**src/rtl/health_monitor_scheduler_if.sv**
```systemverilog
// Bundle between the health monitor scheduler (slave) and its host/sensor front-end (master).
interface health_monitor_scheduler_if;
    logic       start;
    logic       sampleValid;
    logic       presureAbnormality;
    logic       bloodAbnormality;
    logic       fallDetected;
    logic [3:0] glycemicIndex;
    logic       temperatureAbnormality;
    logic       alarmAck;
    logic [4:0] sampleReq;
    logic       busy;
    logic [4:0] alarmVec;
    logic       alarmValid;
    logic [2:0] alarmCode;
    logic [4:0] sensorFault;

    modport master (
        output start, sampleValid, presureAbnormality, bloodAbnormality, fallDetected,
               glycemicIndex, temperatureAbnormality, alarmAck,
        input  sampleReq, busy, alarmVec, alarmValid, alarmCode, sensorFault
    );

    modport slave (
        input  start, sampleValid, presureAbnormality, bloodAbnormality, fallDetected,
               glycemicIndex, temperatureAbnormality, alarmAck,
        output sampleReq, busy, alarmVec, alarmValid, alarmCode, sensorFault
    );
endinterface

```
**src/rtl/health_monitor_scheduler.sv**
```systemverilog
// Round-robin sequencer for five health detectors with persistence-filtered sticky alarms.
// Define HMS_TIMEOUT_EN to abandon a channel after TIMEOUT_CYCLES without sampleValid.
module health_monitor_scheduler #(
    parameter int         PERSIST        = 3,
    parameter logic [3:0] GI_LIMIT       = 4'd10,
    parameter int         TIMEOUT_CYCLES = 16
) (
    input  logic clk,
    input  logic rst,
    health_monitor_scheduler_if.slave bus
);
    typedef enum logic [1:0] {IDLE, REQ, EVAL, NEXT} state_t;
    localparam logic [2:0] PERSIST_C = 3'(PERSIST);

    state_t     state;
    logic [2:0] ch;
    logic [2:0] ch_inc;
    logic [2:0] cnt [5];
    logic [2:0] cnt_cur;
    logic [2:0] cnt_new;
    logic       abn_now;
    logic       abn_q;
    logic [4:0] ch_onehot;
    logic [4:0] inc_onehot;
    logic [2:0] code;

`ifdef HMS_TIMEOUT_EN
    localparam int WW = $clog2(TIMEOUT_CYCLES + 1);
    localparam logic [WW-1:0] TO_LAST = WW'(TIMEOUT_CYCLES - 1);
    logic [WW-1:0] wait_cnt;
`else
    assign bus.sensorFault = 5'd0;
`endif

    always_comb begin
        abn_now = 1'b0;
        cnt_cur = 3'd0;
        case (ch)
            3'd0: begin abn_now = bus.presureAbnormality;         cnt_cur = cnt[0]; end
            3'd1: begin abn_now = bus.bloodAbnormality;           cnt_cur = cnt[1]; end
            3'd2: begin abn_now = bus.fallDetected;               cnt_cur = cnt[2]; end
            3'd3: begin abn_now = (bus.glycemicIndex >= GI_LIMIT); cnt_cur = cnt[3]; end
            3'd4: begin abn_now = bus.temperatureAbnormality;     cnt_cur = cnt[4]; end
            default: ;
        endcase
    end

    assign ch_inc     = (ch == 3'd4) ? 3'd0 : ch + 3'd1;
    assign ch_onehot  = 5'b00001 << ch;
    assign inc_onehot = 5'b00001 << ch_inc;
    assign cnt_new    = !abn_q ? 3'd0 : (cnt_cur >= PERSIST_C) ? PERSIST_C : cnt_cur + 3'd1;

    // Fixed clinical priority: fall, pressure, temperature, blood, glycemic.
    always_comb begin
        if      (bus.alarmVec[2]) code = 3'd2;
        else if (bus.alarmVec[0]) code = 3'd0;
        else if (bus.alarmVec[4]) code = 3'd4;
        else if (bus.alarmVec[1]) code = 3'd1;
        else if (bus.alarmVec[3]) code = 3'd3;
        else                      code = 3'd7;
    end

    assign bus.alarmCode  = code;
    assign bus.alarmValid = |bus.alarmVec;

    always_ff @(posedge clk or posedge rst) begin
        if (rst) begin
            state         <= IDLE;
            ch            <= 3'd0;
            abn_q         <= 1'b0;
            bus.sampleReq <= 5'd0;
            bus.busy      <= 1'b0;
            bus.alarmVec  <= 5'd0;
            for (int i = 0; i < 5; i++) cnt[i] <= 3'd0;
`ifdef HMS_TIMEOUT_EN
            wait_cnt        <= '0;
            bus.sensorFault <= 5'd0;
`endif
        end else begin
            // Ack clears first; the EVAL writes below override it for the active channel.
            if (bus.alarmAck) begin
                bus.alarmVec <= 5'd0;
                for (int i = 0; i < 5; i++) cnt[i] <= 3'd0;
`ifdef HMS_TIMEOUT_EN
                bus.sensorFault <= 5'd0;
`endif
            end
            case (state)
                IDLE: begin
                    if (bus.start) begin
                        state         <= REQ;
                        bus.sampleReq <= ch_onehot;
                        bus.busy      <= 1'b1;
`ifdef HMS_TIMEOUT_EN
                        wait_cnt      <= '0;
`endif
                    end
                end
                REQ: begin
                    if (bus.sampleValid) begin
                        abn_q         <= abn_now;
                        state         <= EVAL;
                        bus.sampleReq <= 5'd0;
                    end
`ifdef HMS_TIMEOUT_EN
                    else if (wait_cnt == TO_LAST) begin
                        bus.sensorFault[ch] <= 1'b1;
                        state               <= NEXT;
                        bus.sampleReq       <= 5'd0;
                    end else begin
                        wait_cnt <= wait_cnt + 1'b1;
                    end
`endif
                end
                EVAL: begin
                    cnt[ch] <= cnt_new;
                    if (cnt_new == PERSIST_C) bus.alarmVec[ch] <= 1'b1;
                    state <= NEXT;
                end
                NEXT: begin
                    ch <= ch_inc;
                    if (bus.start) begin
                        state         <= REQ;
                        bus.sampleReq <= inc_onehot;
`ifdef HMS_TIMEOUT_EN
                        wait_cnt      <= '0;
`endif
                    end else begin
                        state    <= IDLE;
                        bus.busy <= 1'b0;
                    end
                end
                default: state <= IDLE;
            endcase
        end
    end
endmodule

```
**src/flat_wrapper.sv**
```systemverilog
// flat-port wrapper written by rule: the top's interface ports become plain ports
module health_monitor_scheduler_flat 
#(
    parameter int         PERSIST        = 3,
    parameter logic [3:0] GI_LIMIT       = 4'd10,
    parameter int         TIMEOUT_CYCLES = 16
)
  (clk, rst, bus_start, bus_sampleValid, bus_presureAbnormality, bus_bloodAbnormality, bus_fallDetected, bus_glycemicIndex, bus_temperatureAbnormality, bus_alarmAck, bus_sampleReq, bus_busy, bus_alarmVec, bus_alarmValid, bus_alarmCode, bus_sensorFault);
  health_monitor_scheduler_if bus_i ();
  input  logic clk;
  input  logic rst;
  input wire logic [$bits(bus_i.start)-1:0] bus_start;
  input wire logic [$bits(bus_i.sampleValid)-1:0] bus_sampleValid;
  input wire logic [$bits(bus_i.presureAbnormality)-1:0] bus_presureAbnormality;
  input wire logic [$bits(bus_i.bloodAbnormality)-1:0] bus_bloodAbnormality;
  input wire logic [$bits(bus_i.fallDetected)-1:0] bus_fallDetected;
  input wire logic [$bits(bus_i.glycemicIndex)-1:0] bus_glycemicIndex;
  input wire logic [$bits(bus_i.temperatureAbnormality)-1:0] bus_temperatureAbnormality;
  input wire logic [$bits(bus_i.alarmAck)-1:0] bus_alarmAck;
  output wire logic [$bits(bus_i.sampleReq)-1:0] bus_sampleReq;
  output wire logic [$bits(bus_i.busy)-1:0] bus_busy;
  output wire logic [$bits(bus_i.alarmVec)-1:0] bus_alarmVec;
  output wire logic [$bits(bus_i.alarmValid)-1:0] bus_alarmValid;
  output wire logic [$bits(bus_i.alarmCode)-1:0] bus_alarmCode;
  output wire logic [$bits(bus_i.sensorFault)-1:0] bus_sensorFault;
  assign bus_i.start = bus_start;
  assign bus_i.sampleValid = bus_sampleValid;
  assign bus_i.presureAbnormality = bus_presureAbnormality;
  assign bus_i.bloodAbnormality = bus_bloodAbnormality;
  assign bus_i.fallDetected = bus_fallDetected;
  assign bus_i.glycemicIndex = bus_glycemicIndex;
  assign bus_i.temperatureAbnormality = bus_temperatureAbnormality;
  assign bus_i.alarmAck = bus_alarmAck;
  assign bus_sampleReq = bus_i.sampleReq;
  assign bus_busy = bus_i.busy;
  assign bus_alarmVec = bus_i.alarmVec;
  assign bus_alarmValid = bus_i.alarmValid;
  assign bus_alarmCode = bus_i.alarmCode;
  assign bus_sensorFault = bus_i.sensorFault;
  health_monitor_scheduler #(.PERSIST(PERSIST), .GI_LIMIT(GI_LIMIT), .TIMEOUT_CYCLES(TIMEOUT_CYCLES)) u_core (.clk(clk), .rst(rst), .bus(bus_i));
endmodule
```
**config.mk**
```make
export PLATFORM = sky130hd
export DESIGN_NAME = health_monitor_scheduler_flat
export DESIGN_NICKNAME = d
export VERILOG_FILES = /design/src/rtl/health_monitor_scheduler_if.sv /design/src/rtl/health_monitor_scheduler.sv /design/src/flat_wrapper.sv
export SDC_FILE = /design/constraint.sdc
export NUM_CORES = 1
export LEC_CHECK = 0
export ABC_AREA = 1
export CORE_MARGIN = 2
export CORE_UTILIZATION = 33
export CTS_BUF_LIST = sky130_fd_sc_hd__clkbuf_4 sky130_fd_sc_hd__clkbuf_8
export DETAILED_ROUTE_END_ITERATION = 16
export GPL_TIMING_DRIVEN = 0
export SLEW_MARGIN = 0
export SYNTH_ARGS = -nofsm -noshare
export SYNTH_HDL_FRONTEND = slang
export SYNTH_SLANG_ARGS = --single-unit
```
**constraint.sdc**
```tcl
create_clock -name clk -period 6.6 [get_ports clk]
set_clock_uncertainty 0.2 [all_clocks]
set_input_delay 1.65 -clock clk [delete_from_list [all_inputs] [get_ports clk]]
set_output_delay 1.65 -clock clk [all_outputs]
set_load 0.1 [all_outputs]
```
**After elaboration in Yosys (flattened, before gate mapping)**

Index checks and enable logic that the tools add are counted.

- Bits in registers: 32
- Bits of input ports: 13
- Output and inout port bits: 20
- Logic and storage cells: 77

- Add/sub/neg operators: 2
- Order comparisons: 6
- Eq/ne operators: 12
- Shift-type cells: 2
- Multiplexer cells: 31
- Bitwise logic cells: 2
- Reduce and logical (&&, ||, !) cells: 11

Operator list:

| cell | number |
|---|---|
| 15-bit two-way mux | 2 |
| 5-bit two-way mux | 6 |
| 3-bit two-way mux | 9 |
| 15-bit bitwise mux | 1 |
| 3-bit one-hot mux with 5 select lines | 1 |
| 5-bit one-hot mux with 3 select lines | 1 |
| 1-bit by 3-bit << shifter with 5-bit output (first input constant) | 2 |
| 3-bit demux with 3-bit select | 1 |
| 3-bit by 2-bit == test with 1-bit output (second input constant) | 3 |
| 4-bit greater-or-equal comparator (second input constant) | 2 |
| 2-bit != test (second input constant) | 4 |
| 2-bit one-hot mux with 4 select lines | 1 |
| 3-bit by 1-bit adder with 3-bit output (second input constant) | 2 |
| 5-bit bitwise OR | 1 |
| 1-bit one-hot mux with 5 select lines | 1 |
| 5-bit OR reduction | 1 |
| 2-bit == test (second input constant) | 2 |
| 3-bit by 4-bit < comparator with 1-bit output (second input constant) | 1 |
| 4-bit by 1-bit < comparator with 1-bit output (second input constant) | 1 |
| 1-bit two-way mux | 4 |
| 2-bit two-way mux | 2 |
| 3-bit NOT with 4-bit output | 1 |
| 2-bit AND reduction | 2 |
| 4-bit AND reduction | 1 |
| other kinds (13) | 14 |

**Longest topological paths before layout**

- Depth in word-level cells: 8
- Depth in mapped cells: 16
- Mapped depth without buffers: 16

**Worst setup path before layout**

OpenSTA, ideal clock, no wires.

- Kind: reg2out
- Start point: reg u_core.bus.alarmVec[2]
- End point: out bus_alarmValid
- Arrival time: 3.572 ns
- Data required time: 4.750 ns
- Setup slack: 1.178 ns
- Stages on the path, launching flop included: 5
- Buffers on the path: 0
- Cells stage by stage: dfrtp_1 > nor2_1 > inv_1 > nor2_1 > nand3_1

- Longest elaborated chain between the ends: 1

Ends and longest elaborated chain:

| element | RTL line | RTL |
|---|---|---|
| start, declared | health_monitor_scheduler_if.sv:27 | `output sampleReq, busy, alarmVec, alarmValid, alarmCode, sensorFault` |
| start signal, assigned | health_monitor_scheduler.sv:73 | `bus.alarmVec <= 5'd0;` |
| start signal, assigned | health_monitor_scheduler.sv:82 | `bus.alarmVec <= 5'd0;` |
| start signal, assigned by index | health_monitor_scheduler.sv:117 | `if (cnt_new == PERSIST_C) bus.alarmVec[ch] <= 1'b1;` |
| 5-bit OR reduction | health_monitor_scheduler.sv:64 | `assign bus.alarmValid = \|bus.alarmVec;` |
| end, declared | flat_wrapper.sv:23 | `output wire logic [$bits(bus_i.alarmValid)-1:0] bus_alarmValid;` |

No other way between the ends.

**Worst setup path after layout**

- Start point: reg u_core.bus.alarmVec[2]
- End point: out bus_alarmCode[0]

- Longest elaborated chain between the ends: 1

Ends and longest elaborated chain:

| element | RTL line | RTL |
|---|---|---|
| 3-bit two-way mux | health_monitor_scheduler.sv:55 | `if (bus.alarmVec[2]) code = 3'd2;` |
| end, declared | flat_wrapper.sv:24 | `output wire logic [$bits(bus_i.alarmCode)-1:0] bus_alarmCode;` |

No other way between the ends.

==> results.toml <==
[synthesis]
synthSimpleGateAreaFrac = 0.263
async_flop_share = 1.00
synthFlopType = "dfrtp_1"
ys_types = 27
synth_top_family_by_area = "simple AND/OR/NAND/NOR gates"
avgSynthCellArea_um2 = 7.91
syn_inst = 232
yosys-top-cells-count = "nand2_1, nand3_1, inv_1"
ys_ff_latch = 32
synth_area_leaders = "dfrtp_1, nand3_1, nand2_1, ha_1, inv_1"
synthAdderAreaFrac = 0.0750
netlist.area_leader.share = 0.437
synth_edf_count = 0
synth_compound_area_frac = 0.109
synth_top_area_cell = "dfrtp_1"
seq_area_frac_synth = 0.437
muxShareOfSynthArea = 0
post-synth-top-count-cell = "nand2_1"
synth_xor_xnor_area_share = 0
ys_warn_count = 0
netlist_area_um2 = 1830

[timing]
fin_crit_ns = 3.99
tns_ns = 0
worst_pin_slew_ns = 0.989
setup_viol_count_final = 0
slew_headroom = 0.338
fmax_mhz = 250
finalCritPeriodShare = 0.605
fin_ws_ns = 2.61
rsz0062_at_grt = "false"
drv_slew = 0
hold_violations = 0

[cts]
clk_path_buf_depth = 2
htree_levels = 2
cts_sinks = 32
numCtsBuffers = 5
postCtsHoldBufs = 0
cts.repair.resized = 0
cts_root_buf = "clkbuf_8"
insertion_delay_ns = 0.29
tritoncts = "built"
clkTransAtPathRegs_ns = 0.06
post_cts_buffers = 0

[route]
vias_per_cell = 4.62
wl_mm = 4.12
vias = 1583
antenna_left = 0
routedWlPerCell_um = 12.0
drt-initial-drc-count = 44
first_pass_iters = 4
drc = 0

[cells_and_area]
multi_input_area_um2 = 840
nets = 294
diodes = 0
finalNonFillerCells = 343
drive_gt1_frac = 0.111
final.fill_count = 557
area_growth_pct = 26.7
post-route-cell-area_um2 = 2320
seqCellArea_um2 = 801
final_util = 0.427

[worst_setup_path]
critPathLaunchType = "register"
worst-path-max-fanout = 4
worst-path-buf-inv = 2
path_class = "register to primary output"
end_kind = "primary output"
slowest_stage = "clkdlybuf4s50_1"
crit_arrival_ns = 2.14
reg2reg_to = "u_core.bus.alarmVec[3]"
critPathCapture = "bus_alarmCode[0]"
cp.required_ns = 4.75
worst-path-stages = 4
slowest_delay_ns = 1.15
r2r_slack_ns = 3.85
crit_start = "u_core.bus.alarmVec[2]"
r2r-start = "u_core.ch[0]"
cp_top_family = "buffers and inverters"
crit_chain = "nor2_1, inv_1, nor2_1, clkdlybuf4s50_1"
worstRegToRegCells = 14
path_common_cell = "nor2_1"

[place]
placedCellCount = 334
port_buffers = 26
dpl.hpwl_mm = 3.07
pre_cts_ws_ns = 2.91
gp_congestion = 0.835
placed_area_um2 = 2200

[power_and_ir_drop]
irDropWorstVdd_mv = 0.234
p_leak_nw = 1.13
p_per_area_nw_per_um2 = 400

[grt]
track_usage = 0.148
antenna_found_initial = 0
grt_max_degree = 33
grt_overflow_total = 0
grt_pass1_vias = 1487
grt_pass1_wl_mm = 7.00

[floorplanning]
dieArea_um2 = 6170
die_h_um = 78.6
coreArea_um2 = 5440
io_pins = 33
start_util = 0.337
die_x_um = 78.6
rows = 27

[run]
max-cap-violations = 0

[worst_hold_path]
holdCritPathClass = "register to register"
hp-start = "u_core.bus.sampleReq[1]"

[run_status]
outcome = "completed"
-- layout by cell type, fill, tap and decap left out, types with 4 or more instances in the layout --
| master | netlist | layout |
|---|---|---|
| inv_1 | 34 | 33 |
| ha_1 | 11 | 11 |
| conb_1 | 1 | 5 |
| dfrtp_1 | 32 | 32 |
| nor2_1 | 20 | 20 |
| a21oi_1 | 4 | 4 |
| buf_4 | 5 | 5 |
| clkbuf_8 | 0 | 6 |
| o21ai_0 | 7 | 7 |
| o21ai_1 | 14 | 14 |
| inv_2 | 4 | 4 |
| clkdlybuf4s50_1 | 0 | 26 |
| nand3_1 | 36 | 36 |
| nand2_1 | 39 | 39 |
-- registers in the layout, indices dropped and copies added, names as in the netlist --
signal and cells:
u_core.ch 3, u_core.state 2, u_core.bus.busy 1, u_core.abn_q 1, u_core.bus.alarmVec 5, u_core.bus.sampleReq 5, u_core.cnt 15
-- layout make-up --
class | instances | area share
buffer | 10 | 0.0285
multi-input combinational | 156 | 0.361
inverter | 38 | 0.0614
sequential | 32 | 0.344
tap | 72 | 0.0388
clock buffer | 7 | 0.0388
clock inverter | 1 | 0.00323
timing repair buffer | 27 | 0.124
-- routing by layer --
layer | share of wire | track usage
met1 | 0.50 | 0.190
met5 | 0 | 0
met3 | 0.043 | 0.0460
met4 | 0.013 | 0.0579
met2 | 0.45 | 0.232
-- worst reg2reg max path, delay by kind of cell (launching register included) --
family,cells,cell delay [ns]
adder cells (fa/ha/maj),3,0.63
AND/OR/NAND/NOR,5,0.59
buffers and inverters,4,0.45
flip-flops,1,0.39
AO/OA/AOI/OAI,2,0.38
-- worst min path at each step --
stage / to / slack (ns) / cells after the start
after global routing: u_core.bus.sampleReq[3] / 0.33 / 2
final: u_core.bus.sampleReq[1] / 0.29 / 2
after CTS: u_core.bus.sampleReq[1] / 0.29 / 2
after floorplan: u_core.cnt[13] / 0.28 / 2
after global placement: u_core.bus.sampleReq[3] / 0.27 / 2
after detailed placement: u_core.bus.sampleReq[1] / 0.27 / 2
-- where the power goes --
part / total (W) / switching, W / leakage [nW] / internal (W)
combinational: 0.000490 / 0.000356 / 0.657 / 0.000134
sequential: 0.000275 / 0.0000356 / 0.430 / 0.000239
clock: 0.000165 / 0.0000761 / 0.0479 / 0.0000888
total: 0.000930 / 0.000468 / 1.13 / 0.000462
-- stage by stage --
step,hold WS [ns],power [W]
after floorplan,0.279,0.000650
after global placement,0.273,0.000763
after detailed placement,0.270,0.000767
after CTS,0.293,0.000937
after global routing,0.326,0.000994
final,0.287,0.000930
-- cell families (layout without fill, tap and decap cells) --
kind of cell	Yosys count	in the layout
and+or+nand+nor	105	105
adders and majority gates	11	11
AOI/OAI and AO/OA	35	35
other	1	5
buffers and inverters	48	83
DFF	32	32
No activity file was read; power rests on OpenSTA's default activity.
